<file path="config.mk">
export PLATFORM = sky130hd
export DESIGN_NAME = mem_stage_ctrl
export DESIGN_NICKNAME = d
export VERILOG_FILES = /design/src/rtl/mem_stage_ctrl_pkg.sv /design/src/rtl/mem_tmo_counter.sv /design/src/rtl/mem_stage_ctrl.sv
export SDC_FILE = /design/constraint.sdc
export NUM_CORES = 1
export LEC_CHECK = 0
export ABC_AREA = 1
export BUFFER_PORTS_ARGS = -buffer_cell sky130_fd_sc_hd__buf_2
export CORE_ASPECT_RATIO = 1.75
export CORE_UTILIZATION = 49
export DETAILED_ROUTE_END_ITERATION = 7
export PLACE_DENSITY = 0.85
export SYNTH_ARGS = -nofsm -noshare
export SYNTH_HDL_FRONTEND = slang
export SYNTH_SLANG_ARGS = --single-unit
</file>
<file path="constraint.sdc">
create_clock -name clk_i -period 3.5 [get_ports clk_i]
set_clock_uncertainty 0.1 [all_clocks]
set_input_delay 0.7 -clock clk_i [delete_from_list [all_inputs] [get_ports clk_i]]
set_output_delay 0.7 -clock clk_i [all_outputs]
set_load 0.02 [all_outputs]
</file>
<file path="src/rtl/mem_stage_ctrl_pkg.sv">
// Shared types and defaults for the MEM-stage memory sequencing controller.
package mem_stage_ctrl_pkg;

  localparam int unsigned ADDR_W_DEF = 32;
  localparam int unsigned DATA_W_DEF = 32;

  typedef enum logic [1:0] {
    StIdle = 2'd0,
    StWait = 2'd1,
    StDone = 2'd2
  } state_e;

endpackage

</file>
<file path="src/rtl/mem_tmo_counter.sv">
// Wait-cycle down-counter for the MEM-stage transaction abort; o_expire flags the
// WAIT cycle in which the count reaches zero without an ack.
module mem_tmo_counter #(
  parameter int unsigned TMO_CYCLES = 255
) (
  input  logic i_clk,
  input  logic i_rst_n,
  input  logic i_load,
  input  logic i_dec,
  output logic o_expire
);

  localparam int unsigned CntW = $clog2(TMO_CYCLES + 1);

  logic [CntW-1:0] r_cnt;

  always_ff @(posedge i_clk or negedge i_rst_n) begin
    if (!i_rst_n) begin
      r_cnt <= '0;
    end else if (i_load) begin
      r_cnt <= CntW'(TMO_CYCLES);
    end else if (i_dec && (r_cnt != '0)) begin
      r_cnt <= r_cnt - CntW'(1);
    end
  end

  // This decrement is the one that lands on zero.
  assign o_expire = i_dec && (r_cnt <= CntW'(1));

endmodule

</file>
<file path="src/rtl/mem_stage_ctrl.sv">
// MEM-stage controller: one req/ack memory transaction per load/store, stalling the
// pipeline meanwhile. Optional abort counter enabled by defining MEM_TIMEOUT_EN.
module mem_stage_ctrl
  import mem_stage_ctrl_pkg::*;
#(
  parameter int unsigned ADDR_W     = ADDR_W_DEF,
  parameter int unsigned DATA_W     = DATA_W_DEF,
  parameter int unsigned TMO_CYCLES = 255
) (
  input  logic              clk_i,
  input  logic              rst_i,
  input  logic              MemRead_i,
  input  logic              MemWrite_i,
  input  logic [ADDR_W-1:0] Addr_i,
  input  logic [DATA_W-1:0] WrData_i,
  input  logic              Mem_ack_i,
  input  logic [DATA_W-1:0] Mem_rdata_i,
  output logic              Mem_req_o,
  output logic              Mem_we_o,
  output logic [ADDR_W-1:0] Mem_addr_o,
  output logic [DATA_W-1:0] Mem_wdata_o,
  output logic              Stall_o,
  output logic              Bubble_o,
  output logic [DATA_W-1:0] Read_Data_o,
  output logic              Timeout_o
);

  state_e            r_state;
  logic              r_req;
  logic              r_we;
  logic [ADDR_W-1:0] r_addr;
  logic [DATA_W-1:0] r_wdata;
  logic [DATA_W-1:0] r_rdata;
  logic              w_acc;
  logic              w_stall;
  logic              w_expire;

  assign w_acc = MemRead_i | MemWrite_i;

`ifdef MEM_TIMEOUT_EN
  logic r_timeout;

  mem_tmo_counter #(
    .TMO_CYCLES (TMO_CYCLES)
  ) u_tmo (
    .i_clk    (clk_i),
    .i_rst_n  (rst_i),
    .i_load   ((r_state == StIdle) && w_acc),
    .i_dec    ((r_state == StWait) && !Mem_ack_i),
    .o_expire (w_expire)
  );

  always_ff @(posedge clk_i or negedge rst_i) begin
    if (!rst_i) begin
      r_timeout <= 1'b0;
    end else if ((r_state == StWait) && !Mem_ack_i && w_expire) begin
      r_timeout <= 1'b1;
    end
  end

  assign Timeout_o = r_timeout;
`else
  assign w_expire  = 1'b0;
  assign Timeout_o = 1'b0;
`endif

  always_ff @(posedge clk_i or negedge rst_i) begin
    if (!rst_i) begin
      r_state <= StIdle;
      r_req   <= 1'b0;
      r_we    <= 1'b0;
      r_addr  <= '0;
      r_wdata <= '0;
      r_rdata <= '0;
    end else begin
      unique case (r_state)
        StIdle: begin
          if (w_acc) begin
            r_state <= StWait;
            r_req   <= 1'b1;
            r_we    <= MemWrite_i;  // read+write together is a store
            r_addr  <= Addr_i;
            r_wdata <= WrData_i;
          end
        end
        StWait: begin
          if (Mem_ack_i) begin
            r_state <= StDone;
            r_req   <= 1'b0;
            if (!r_we) r_rdata <= Mem_rdata_i;
          end else if (w_expire) begin
            r_state <= StDone;
            r_req   <= 1'b0;
            r_rdata <= '0;
          end
        end
        StDone:  r_state <= StIdle;
        default: r_state <= StIdle;
      endcase
    end
  end

  // DONE releases the stall so the finished instruction leaves EX/MEM without re-issue.
  assign w_stall = rst_i && (((r_state == StIdle) && w_acc) || (r_state == StWait));

  assign Stall_o     = w_stall;
  assign Bubble_o    = w_stall;
  assign Mem_req_o   = r_req;
  assign Mem_we_o    = r_we;
  assign Mem_addr_o  = r_addr;
  assign Mem_wdata_o = r_wdata;
  assign Read_Data_o = r_rdata;

endmodule

</file>
### Word level (Yosys, flattened, before mapping)

Cells that the tools add are included.

* output and inout port bits: 101
* logic and storage cells: 26
* input bits: 101
* register bits: 100

* reductions and logical operators: 9
* bitwise operators: 2
* mux-type cells: 6
* equal/unequal tests: 3

Operators by type and width (count)
* 3-bit AND reduction: 2
* 2-bit 2-to-1 mux: 2
* 2-bit inequality test (second input constant): 2
* 2-bit case mux with 2 select lines: 1
* 2-bit AND reduction: 2
* 2-bit by 1-bit == test with 1-bit output (second input constant): 1
* 1-bit logical AND: 2
* 2-bit logical NOT: 1
* 1-bit 2-to-1 mux: 2
* 1-bit case mux with 2 select lines: 1
* 2-bit nonzero test: 1
* 1-bit logical OR: 1
* 1-bit inverter: 1
* 1-bit bitwise OR: 1

### Longest topological paths before layout

* word-level depth: 4
* depth in mapped cells: 7
* depth with buffers taken out: 5

### Least setup slack after synthesis

Ideal clock, no wire load.

* path kind: input to output
* start point: in MemWrite_i
* end point: out Stall_o
* slack: 1354 ps
* path buffers: 1
* arrival time: 1346 ps
* cell stages on the path: 5
* data required time: 2700 ps
* cell sequence: nor2_1 > nand2_1 > nand2_1 > nor2_1 > buf_4

* longest elaborated chain between the ends: 4

RTL lines
* start: declaration: line mem_stage_ctrl.sv:13 `input logic MemWrite_i,`
* 1-bit bitwise OR: line mem_stage_ctrl.sv:38 `assign w_acc = MemRead_i | MemWrite_i;`
* 1-bit logical AND: line mem_stage_ctrl.sv:104 `assign w_stall = rst_i && (((r_state == StIdle) && w_acc) || (r_state == StWait));`
* 1-bit logical OR: line mem_stage_ctrl.sv:104
* 1-bit logical AND: line mem_stage_ctrl.sv:104
* end: declaration: line mem_stage_ctrl.sv:22 `output logic Stall_o,`

Every way passes these cells.

### Final worst setup path

* start point: reg r_state[1]
* end point: out Bubble_o

* longest elaborated chain between the ends: 4
* elaborated cells on any way between the ends: 5
* classes of those cells: eq/ne (1); reduce/logical (4)

RTL lines
* start: declaration: line mem_stage_ctrl.sv:28 `state_e r_state;`
* start signal: assignment: line mem_stage_ctrl.sv:69 `r_state <= StIdle;`
* start signal: assignment: line mem_stage_ctrl.sv:79 `r_state <= StWait;`
* start signal: assignment: line mem_stage_ctrl.sv:88 `r_state <= StDone;`
* 2-bit logical NOT: line mem_stage_ctrl.sv:104
* 1-bit logical AND: line mem_stage_ctrl.sv:104
* 1-bit logical OR (*): line mem_stage_ctrl.sv:104
* 1-bit logical AND (*): line mem_stage_ctrl.sv:104
* end: declaration: line mem_stage_ctrl.sv:23 `output logic Bubble_o,`

Every way passes the cells marked *; elsewhere a longest branch is shown, timed or not.

==> results_dict.tcl <==
set metrics [dict create \
    status "finished clean" \
    gp_congestion 0.7647 \
    cts.sinks 100 \
    max_freq_mhz 396.7 \
    drc 0 \
    via_per_inst 5.135 \
    crit_required_ns 2.70 \
    die_x_um 70.41 \
    timing.hold.ws_ns 0.3609 \
    htree_levels 3 \
    netlist_area_mm2 0.004013 \
    hold_path.class "in2async" \
    clkTransAtPathRegs_ns 0.06 \
    path_delay_family "simple AND/OR/NAND/NOR gates" \
    fin_nets 732 \
    post-route-worst-setup-slack_ns 0.9791 \
    final.setup.tns_ns 0 \
    io_buffer_count 200 \
    rsz0062_at_grt "no" \
    power_leakage_nw 3.163 \
    antenna_found_initial 0 \
    worst_pin_slew_ns 1.002 \
    grtUsageTotal_pct 24.03 \
    n_antenna_cell 0 \
    grt_max_degree 65 \
    chipHeight_um 121.7 \
    crit_fanout 25 \
    routedWlPerCell_um 13.80 \
    finalCriticalPeriod_ns 2.521 \
    hold_viol_final 0 \
    syn_area_per_cell_um2 8.997 \
    yosysUniqueCellTypes 11 \
    syn2layout_area_growth_pct 32.65 \
    maxSlewViolCount 0 \
    drt-initial-drc-count 228 \
    cp_num_buf_inv 1 \
    routed-via-count 3728 \
    grt_pass1_vias 3419 \
    crit_slowest_cell "nor2_4" \
    first_pass_iters 7 \
    layout_commonest_cell "nand2_1" \
    period_share_pct 72.03 \
    seq_area_frac_synth_pct 62.36 \
    crit_path_max_incr_delay_ns 0.51 \
    pin_count 202 \
    end_kind "output port" \
    final-setup-viol-count 0 \
    crit_type "reg2out" \
    cts_hold_buf 0 \
    p_per_area_mw_per_mm2 1032 \
    fp.coreArea_mm2 0.007909 \
    drv_cap 0 \
    drive_gt1_share_pct 35.53 \
    clock_latency_ns 0.34 \
    cts_tree "done" \
    cts_resized 0 \
    crit_chain "nor2_4 > nand2_1 > nand2_1 > nor2_1 > buf_2" \
    cts_setup_buffers 0 \
    synth_seq_cells 100 \
    place_ws_ns 1.036 \
    cts_buffers 9 \
    antenna_left 0 \
    globalRoute.totalOverflow 0 \
    finalWirelength_um 10020 \
    dpl.hpwl_um 7048 \
    rows 43 \
    ctsRootBufferMaster "clkbuf_16" \
    ir_worst_vdd_uv 613.7 \
    startpoint_type "flip-flop" \
    cts_buffer_depth 2 \
    synthesis.nets 547 \
    yosys_warnings 0 \
    crit_top_cell "nand2_1" \
    slew_headroom_pct 33.04 \
    initial_utilization_pct 50.74 \
    mostFrequentLayoutCells "203 x nand2_1, 199 x buf_2, 100 x dfrtp_1, 96 x nand3_1, 9 x clkbuf_16" \
    grt_pass1_wl_um 16000 \
    worstPathArrival_ns 1.72 \
    syn_inst 446 \
    die_area_mm2 0.008569 \
]
==> cell usage after synthesis <==
cell	n	area (µm²)
nand2_1	205	769.5
dfrtp_1	100	2502
nand3_1	96	480.5
buf_2	21	105.1
buf_4	8	60.06
inv_1	7	26.28
buf_6	3	33.78
nor2_1	2	7.510
nor2_2	2	12.51
conb_1	1	3.750
nor2_4	1	11.26
==> worst reg2reg max path, stage by stage, from the launching register on <==
cell and delay [ns]:
dfrtp_1 0.44, nor2_4 0.60, nand2_1 0.82, nand2_1 0.25
nand2_1 0.08
==> worst paths after layout <==
kind	slack (ns)	cells after the start	end	from
setup / recovery	0.98	5	Bubble_o	r_state[1]$_DFFE_PN0P_
hold / removal	0.36	2	Read_Data_o[14]$_DFFE_PN0P_	rst_i
setup reg to reg	1.10	4	Read_Data_o[30]$_DFFE_PN0P_	r_state[1]$_DFFE_PN0P_
hold reg to reg	0.37	2	Read_Data_o[16]$_DFFE_PN0P_	Read_Data_o[16]$_DFFE_PN0P_
max in group asynchronous	1.82	3	Read_Data_o[21]$_DFFE_PN0P_	rst_i
min in group clk_i	0.37	2	Read_Data_o[16]$_DFFE_PN0P_	Read_Data_o[16]$_DFFE_PN0P_
==> metrics by stage <==
step           area (µm²)  instances  util [%]  total power, mW
2_1_floorplan        4013        446         -            3.638
3_3_place_gp         4985        710     63.03            4.345
3_5_place_dp         4985        710     63.03            4.438
4_1_cts              5323        726     67.30            5.544
5_1_grt              5323        726     67.30            5.865
6_report             5323        726     67.30            5.493
==> per-layer routing <==
layer  global-route usage [%]  routed length (µm)
met5                        0                   0
met1                    29.41                3648
met2                    40.48                5330
met4                    12.63                 327
met3                    3.970                 713
==> cell families (layout without fill, tap and decap cells) <==
group         after synthesis  count (layout)  share of synthesized area [%]
simple gates              306             306                          31.93
buf+inv                    39             229                          5.613
flops                     100             100                          62.36
other cells                 1               1                        0.09346
==> power breakdown <==
part / leakage, nW / total [mW] / switching (mW) / internal, mW
Combinational: 1.76 / 2.38 / 1.65 / 0.736
Clock: 0.162 / 1.09 / 0.405 / 0.685
Sequential: 1.24 / 2.02 / 0.311 / 1.71
Total: 3.16 / 5.49 / 2.36 / 3.13
==> final cells by class <==
class / count / area (µm²)
clock buffers: 13 / 270.3
clock inverters: 3 / 67.56
fillers: 647 / 2586
inverters: 7 / 26.28
multi-input cells: 307 / 1295
flip-flops and latches: 100 / 2502
well taps: 90 / 112.6
repair buffers: 206 / 1049
==> state kept, by name (all words and copies together) (netlist names) <==
name	count
Mem_wdata_o	32
Read_Data_o	32
r_state	2
Mem_we_o	1
Mem_req_o	1
Mem_addr_o	32
(Power assumes the default switching activity.)
